===== src/rtl/i2s_rx_mc.sv =====
// i2s_rx_mc: I2S / left-justified receiver (bus master) with an FWFT sample FIFO.
// Generates sck/ws from clk, deserialises MSB-first slots from sdi and queues
// {channel tag, right-aligned sample} words with threshold/overrun flags.
// Build option: I2S_RX_MC_SIGN_EXT_EN sign-extends samples narrower than DW.
module i2s_rx_mc #(
  parameter int DW = 32,
  parameter int AW = 4
) (
  input  logic          clk,
  input  logic          rst,
  input  logic          en,
  input  logic [7:0]    sck_prescaler,
  input  logic [4:0]    sample_size,
  input  logic [1:0]    channels,
  input  logic          lj_mode,
  output logic          sck,
  output logic          ws,
  input  logic          sdi,
  input  logic          fifo_rd,
  output logic [DW:0]   fifo_rdata,
  output logic [AW:0]   fifo_level,
  input  logic [AW:0]   fifo_threshold,
  output logic          fifo_empty,
  output logic          fifo_full,
  output logic          fifo_level_above,
  output logic          overrun,
  input  logic          overrun_clr
);

`ifdef I2S_RX_MC_SIGN_EXT_EN
  localparam bit SIGN_EXT = 1'b1;
`else
  localparam bit SIGN_EXT = 1'b0;
`endif

  localparam int DEPTH = 1 << AW;

  // clock generator / slot tracking state
  logic [7:0] cnt_q;
  logic       sck_q, ws_q, started_q;
  logic [5:0] rcnt_q;      // rising edges issued in the current ws slot
  logic       rise_q;      // one clk wide, aligned with the cycle sck goes high
  logic [4:0] rb_q;        // slot bit index of that rising edge
  logic       rch_q;       // channel that bit belongs to
  logic       rv_q;        // bit belongs to a real slot (not the pre-start wrap)
  logic [4:0] rb_d;
  logic       rch_d, rv_d;

  // capture state
  logic [31:0]   sr_q, sr_d;
  logic          push_q, last;
  logic [DW:0]   pdata_q;
  logic [DW-1:0] smp;
  logic          msb;
  logic [5:0]    n_eff;

  // fifo state
  logic [DW:0]   mem [DEPTH];
  logic [AW-1:0] wp_q, rp_q;
  logic [AW:0]   lvl_q;
  logic          ovr_q;
  logic          do_push, do_pop;

  wire tick = (cnt_q == 8'd0);

  // effective sample size: 0 means 32, clamped to DW
  always_comb begin
    n_eff = (sample_size == 5'd0) ? 6'd32 : {1'b0, sample_size};
    if (n_eff > 6'(DW)) n_eff = 6'(DW);
  end

  // bit index of the next rising edge; in I2S the first edge of a slot is the
  // LSB position (31) of the previous slot
  always_comb begin
    rb_d  = rcnt_q[4:0];
    rch_d = ws_q;
    rv_d  = 1'b1;
    if (!lj_mode) begin
      if (rcnt_q == 6'd0) begin
        rb_d  = 5'd31;
        rch_d = ~ws_q;
        rv_d  = started_q;
      end else begin
        rb_d  = rcnt_q[4:0] - 5'd1;
      end
    end
  end

  // prescaler, sck/ws generation and rising-edge bookkeeping
  always_ff @(posedge clk or posedge rst) begin
    if (rst) begin
      cnt_q <= '0; sck_q <= 1'b0; ws_q <= 1'b0; started_q <= 1'b0;
      rcnt_q <= '0; rise_q <= 1'b0; rb_q <= '0; rch_q <= 1'b0; rv_q <= 1'b0;
    end else if (!en) begin
      cnt_q <= '0; sck_q <= 1'b0; ws_q <= 1'b0; started_q <= 1'b0;
      rcnt_q <= '0; rise_q <= 1'b0; rb_q <= '0; rch_q <= 1'b0; rv_q <= 1'b0;
    end else begin
      rise_q <= 1'b0;
      if (tick) begin
        cnt_q <= sck_prescaler;
        sck_q <= ~sck_q;
        if (!sck_q) begin
          rcnt_q <= rcnt_q + 6'd1;
          rise_q <= 1'b1;
          rb_q   <= rb_d;
          rch_q  <= rch_d;
          rv_q   <= rv_d;
        end else if (rcnt_q == 6'd32) begin
          ws_q      <= ~ws_q;
          rcnt_q    <= '0;
          started_q <= 1'b1;
        end
      end else begin
        cnt_q <= cnt_q - 8'd1;
      end
    end
  end

  // shift in captured bits and format the finished word
  always_comb begin
    sr_d = sr_q;
    last = 1'b0;
    smp  = '0;
    if (rise_q && rv_q && ({1'b0, rb_q} < n_eff)) begin
      sr_d = (rb_q == 5'd0) ? {31'd0, sdi} : {sr_q[30:0], sdi};
      last = ({1'b0, rb_q} == (n_eff - 6'd1)) && channels[rch_q];
    end
    msb = sr_d[n_eff[4:0] - 5'd1];
    for (int i = 0; i < DW; i++)
      smp[i] = (i < int'(n_eff)) ? sr_d[i] : (SIGN_EXT & msb);
  end

  // sample register and push strobe (push lands one clk after the last bit)
  always_ff @(posedge clk or posedge rst) begin
    if (rst) begin
      sr_q <= '0; push_q <= 1'b0; pdata_q <= '0;
    end else if (!en) begin
      sr_q <= '0; push_q <= 1'b0;
    end else begin
      sr_q   <= sr_d;
      push_q <= last;
      if (last) pdata_q <= {rch_q, smp};
    end
  end

  assign fifo_empty       = (lvl_q == '0);
  assign fifo_full        = (lvl_q == (AW+1)'(DEPTH));
  assign do_pop           = fifo_rd && !fifo_empty;
  assign do_push          = push_q && (!fifo_full || do_pop);
  assign fifo_level       = lvl_q;
  assign fifo_level_above = (lvl_q > fifo_threshold);
  assign fifo_rdata       = fifo_empty ? '0 : mem[rp_q];
  assign overrun          = ovr_q;
  assign sck              = sck_q;
  assign ws               = ws_q;

  // fifo storage, contents unreset (level/pointers define validity)
  always_ff @(posedge clk) begin
    if (do_push) mem[wp_q] <= pdata_q;
  end

  // fifo pointers, level and sticky overrun
  always_ff @(posedge clk or posedge rst) begin
    if (rst) begin
      wp_q <= '0; rp_q <= '0; lvl_q <= '0; ovr_q <= 1'b0;
    end else begin
      if (do_push) wp_q <= wp_q + 1'b1;
      if (do_pop)  rp_q <= rp_q + 1'b1;
      case ({do_push, do_pop})
        2'b10:   lvl_q <= lvl_q + 1'b1;
        2'b01:   lvl_q <= lvl_q - 1'b1;
        default: lvl_q <= lvl_q;
      endcase
      if (push_q && fifo_full && !do_pop) ovr_q <= 1'b1;
      else if (overrun_clr)               ovr_q <= 1'b0;
    end
  end

endmodule


===== config.mk =====
export PLATFORM = sky130hd
export DESIGN_NAME = i2s_rx_mc
export DESIGN_NICKNAME = d
export VERILOG_FILES = /design/src/rtl/i2s_rx_mc.sv
export SDC_FILE = /design/constraint.sdc
export NUM_CORES = 1
export LEC_CHECK = 0
export ABC_AREA = 1
export BUFFER_PORTS_ARGS = -buffer_cell sky130_fd_sc_hd__buf_2
export CORE_MARGIN = 2
export CORE_UTILIZATION = 35
export CTS_BUF_LIST = sky130_fd_sc_hd__clkbuf_4
export DETAILED_ROUTE_END_ITERATION = 10
export PLACE_DENSITY_LB_ADDON = 0.3
export SLEW_MARGIN = 0
export SYNTH_ARGS = -nofsm -noshare
export SYNTH_HDL_FRONTEND = slang
export SYNTH_SLANG_ARGS = --single-unit

===== constraint.sdc =====
create_clock -name clk -period 3.7 [get_ports clk]
set_clock_uncertainty 0.15 [all_clocks]
set_input_delay 0.37 -clock clk [delete_from_list [all_inputs] [get_ports clk]]
set_output_delay 0.37 -clock clk [all_outputs]
set_load 0.01 [all_outputs]

==> impl_metrics.env <==
export IMPL_status="complete, no violations"
export IMPL_vias=18530
export IMPL_crit_slowest_cell="dfrtp_4"
export IMPL_wl_per_cell_um=20.79
export IMPL_syn_avg_cell_area_um2=12.10
export IMPL_r2r_slack_ps=180
export IMPL_end_kind="output port"
export IMPL_track_usage_pct=18.63
export IMPL_setup_viol=0
export IMPL_detailed_place_hpwl_um=39640
export IMPL_slew_viol_final=0
export IMPL_multiInputGateArea_um2=7298
export IMPL_final_common_cell="edfxtp_1"
export IMPL_tightest_slew_ps=798.9
export IMPL_chipWidth_um=279.8
export IMPL_finalCoreUtilization_pct=41.29
export IMPL_cp_max_fo=14
export IMPL_overflow=0
export IMPL_path_clk_slew_ps=70
export IMPL_cts_tree="yes"
export IMPL_finalPower_mw=20.69
export IMPL_antenna_left=0
export IMPL_drcViolationCount=0
export IMPL_row_count=101
export IMPL_port_buffers=70
export IMPL_power_density_nw_per_um2=662.9
export IMPL_syn_cell_area_um2=26610
export IMPL_rsz0062_at_grt="yes"
export IMPL_start_util_pct=35.22
export IMPL_fillers=7100
export IMPL_cts_path_max_buffers=3
export IMPL_drt_pass1_iterations=5
export IMPL_p_leak_nw=10.04
export IMPL_crit_type="reg2out"
export IMPL_finalNetCount=2466
export IMPL_cts_buffers=165
export IMPL_drive_above_1_share_pct=17.84
export IMPL_place_gp_congestion=0.8442
export IMPL_clk_latency_ps=980
export IMPL_worst_path_buf_inv=3
export IMPL_dieArea_um2=78260
export IMPL_yosysSeqAreaShare_pct=69.45
export IMPL_cts_root_buffer="clkbuf_4"
export IMPL_finalCriticalPeriod_ps=3538
export IMPL_wl_um=73040
export IMPL_crit_family="buffers and inverters"
export IMPL_fmax_ghz=0.2826
export IMPL_ios=71
export IMPL_grt_pass1_wl_um=110300
export IMPL_core_area_um2=75570
export IMPL_crit_chain="buf_16 > buf_4 > o21ai_0 > o221ai_1 > nand3_1 > a21oi_1 > buf_2"
export IMPL_cts_htree_levels=4
export IMPL_syn_inst=2199
export IMPL_grt_max_degree=68
export IMPL_die_h_um=279.8
export IMPL_synth_fp_nets=2252
export IMPL_grt_pass1_vias=18690
export IMPL_hold_path_class="in2reg"
export IMPL_start_kind="register"
export IMPL_yosys_warnings=0
export IMPL_drt_iter0_markers=1477
export IMPL_max_slew_margin_pct=46.67
export IMPL_hold_viol_final=0
export IMPL_layout_common_cells="edfxtp_1, nor2_1, clkbuf_4"
export IMPL_via_per_inst=5.275
export IMPL_syn2layout_area_growth_pct=17.25
export IMPL_crit_required_ps=3180
export IMPL_critPathMaxStageDelay_ps=590
export IMPL_cap_violations=0
export IMPL_finalCritPeriodShare_pct=95.64
export IMPL_irDropWorstVdd_mv=0.4235
export IMPL_seqCellArea_um2=18490
export IMPL_synth_cell_types=37
export IMPL_cts_sinks=633
export IMPL_arrival_ps=3020
export IMPL_antenna_found_initial=2
export IMPL_synth_seq_cells=633
final timing paths:
kind,endpoint,from,cells after the start
worst min-delay path,rp_q[1]$_DFFE_PP0N_,fifo_rd,5
worst max-delay path,fifo_rdata[31],rp_q[0]$_DFFE_PP0N_,7
worst max register to register,pdata_q[24]$_DFFE_PP0P_,rch_q$_DFFE_PP0P_,14
max in group asynchronous,sr_q[21]$_DFF_PP0_,rst,5
min in group asynchronous,fifo_level[2]$_DFFE_PP0P_,rst,4
worst min register to register,cnt_q[0]$_DFF_PP0_,cnt_q[0]$_DFF_PP0_,1
per-stage QoR:
step | TNS [ps] | setup slack, ps | instance area, um^2 | instances | hold slack, ps
finish | 0 | 161.5 | 31200 | 3513 | 216.0
global placement | 0 | 712.7 | 28310 | 3162 | 281.8
global route | -28.85 | -21.34 | 31200 | 3513 | 152.3
floorplan | 0 | 419.5 | 26610 | 2199 | 267.0
detailed placement | 0 | 761.6 | 28310 | 3162 | 283.7
CTS | -62.62 | -29.97 | 31040 | 3503 | 93.64
synthesized netlist by cell type, drive strengths merged:
master	n	area (um^2)
a31oi	2	12.51
fa	1	20.02
nor3	3	15.01
o22ai	4	25.02
o21a	33	247.7
o21bai	135	1013
dfrtp	105	2628
a21oi	49	256.5
ha	25	312.8
nor2	314	1199
nor3b	2	15.01
nand2	231	879.6
buf	51	256.5
o211ai	34	255.2
nand4	10	62.56
nand3	143	720.7
inv	113	424.2
nand3b	7	52.55
o21ai	205	1026
edfxtp	528	15860
clkbuf	88	331.6
a32oi	1	8.760
xor2	13	113.9
o221ai	100	875.8
clkinv	2	7.510
where the power goes:
group | switching (mW) | total (mW) | internal [mW] | leakage (nW)
clock | 2.85 | 5.88 | 3.02 | 1.21
sequential | 0.170 | 7.94 | 7.77 | 5.09
combinational | 4.41 | 6.87 | 2.46 | 3.74
sequential cells by signal (all words and copies together), names as in the netlist, 5 cells and up:
register / flops
fifo_level: 5
sr_q: 32
rb_q: 5
pdata_q: 33
cnt_q: 8
mem: 528
rcnt_q: 6
final cells by class:
class | count | area share [%]
sequential | 633 | 59.26
multi-input combinational | 1312 | 23.39
clock buffer | 244 | 5.870
timing repair buffer | 186 | 5.393
tap | 978 | 3.921
inverter | 115 | 1.451
clock inverter | 44 | 0.7057
antenna | 1 | 0.008019
routing by layer:
layer	share of wire, %	track usage (%)	wire [um]
met1	43	23.71	31100
met2	48	30.38	35350
met3	6.3	4.879	4570
met4	2.8	7.336	2009
met5	0.018	0	13
worst reg2reg max path, stage by stage (launching register included):
cell           delay [ps]
dfrtp_1               380
inv_2                 120
nand2_1                80
nand2_1                60
dlygate4sd3_1         550
nand3_1               100
nor2_1                150
dlygate4sd3_1         560
inv_1                  40
nor2_1                130
nand2_1                70
buf_4                 250
nand2_1               110
o21ai_0                80
dlygate4sd3_1         550
cells by family after synthesis:
family	Yosys count	share of synthesized area, %
adder cells (fa/ha/maj)	26	1.251
flip-flops	633	69.45
AND/OR/NAND/NOR	710	11.06
XOR/XNOR	13	0.4278
AO/OA/AOI/OAI	563	13.98
buffers and inverters	254	3.832
timing repair:
item                                   CTS  global route
endpoints found under the hold margin  178             0
setup buffers                            3             7
gates cloned                             2             2
resized for setup                       22            14
hold buffers                            48             0
pin swaps                                0             1
setup endpoints to repair               33            23
No activity file was read; power rests on OpenSTA's default activity.
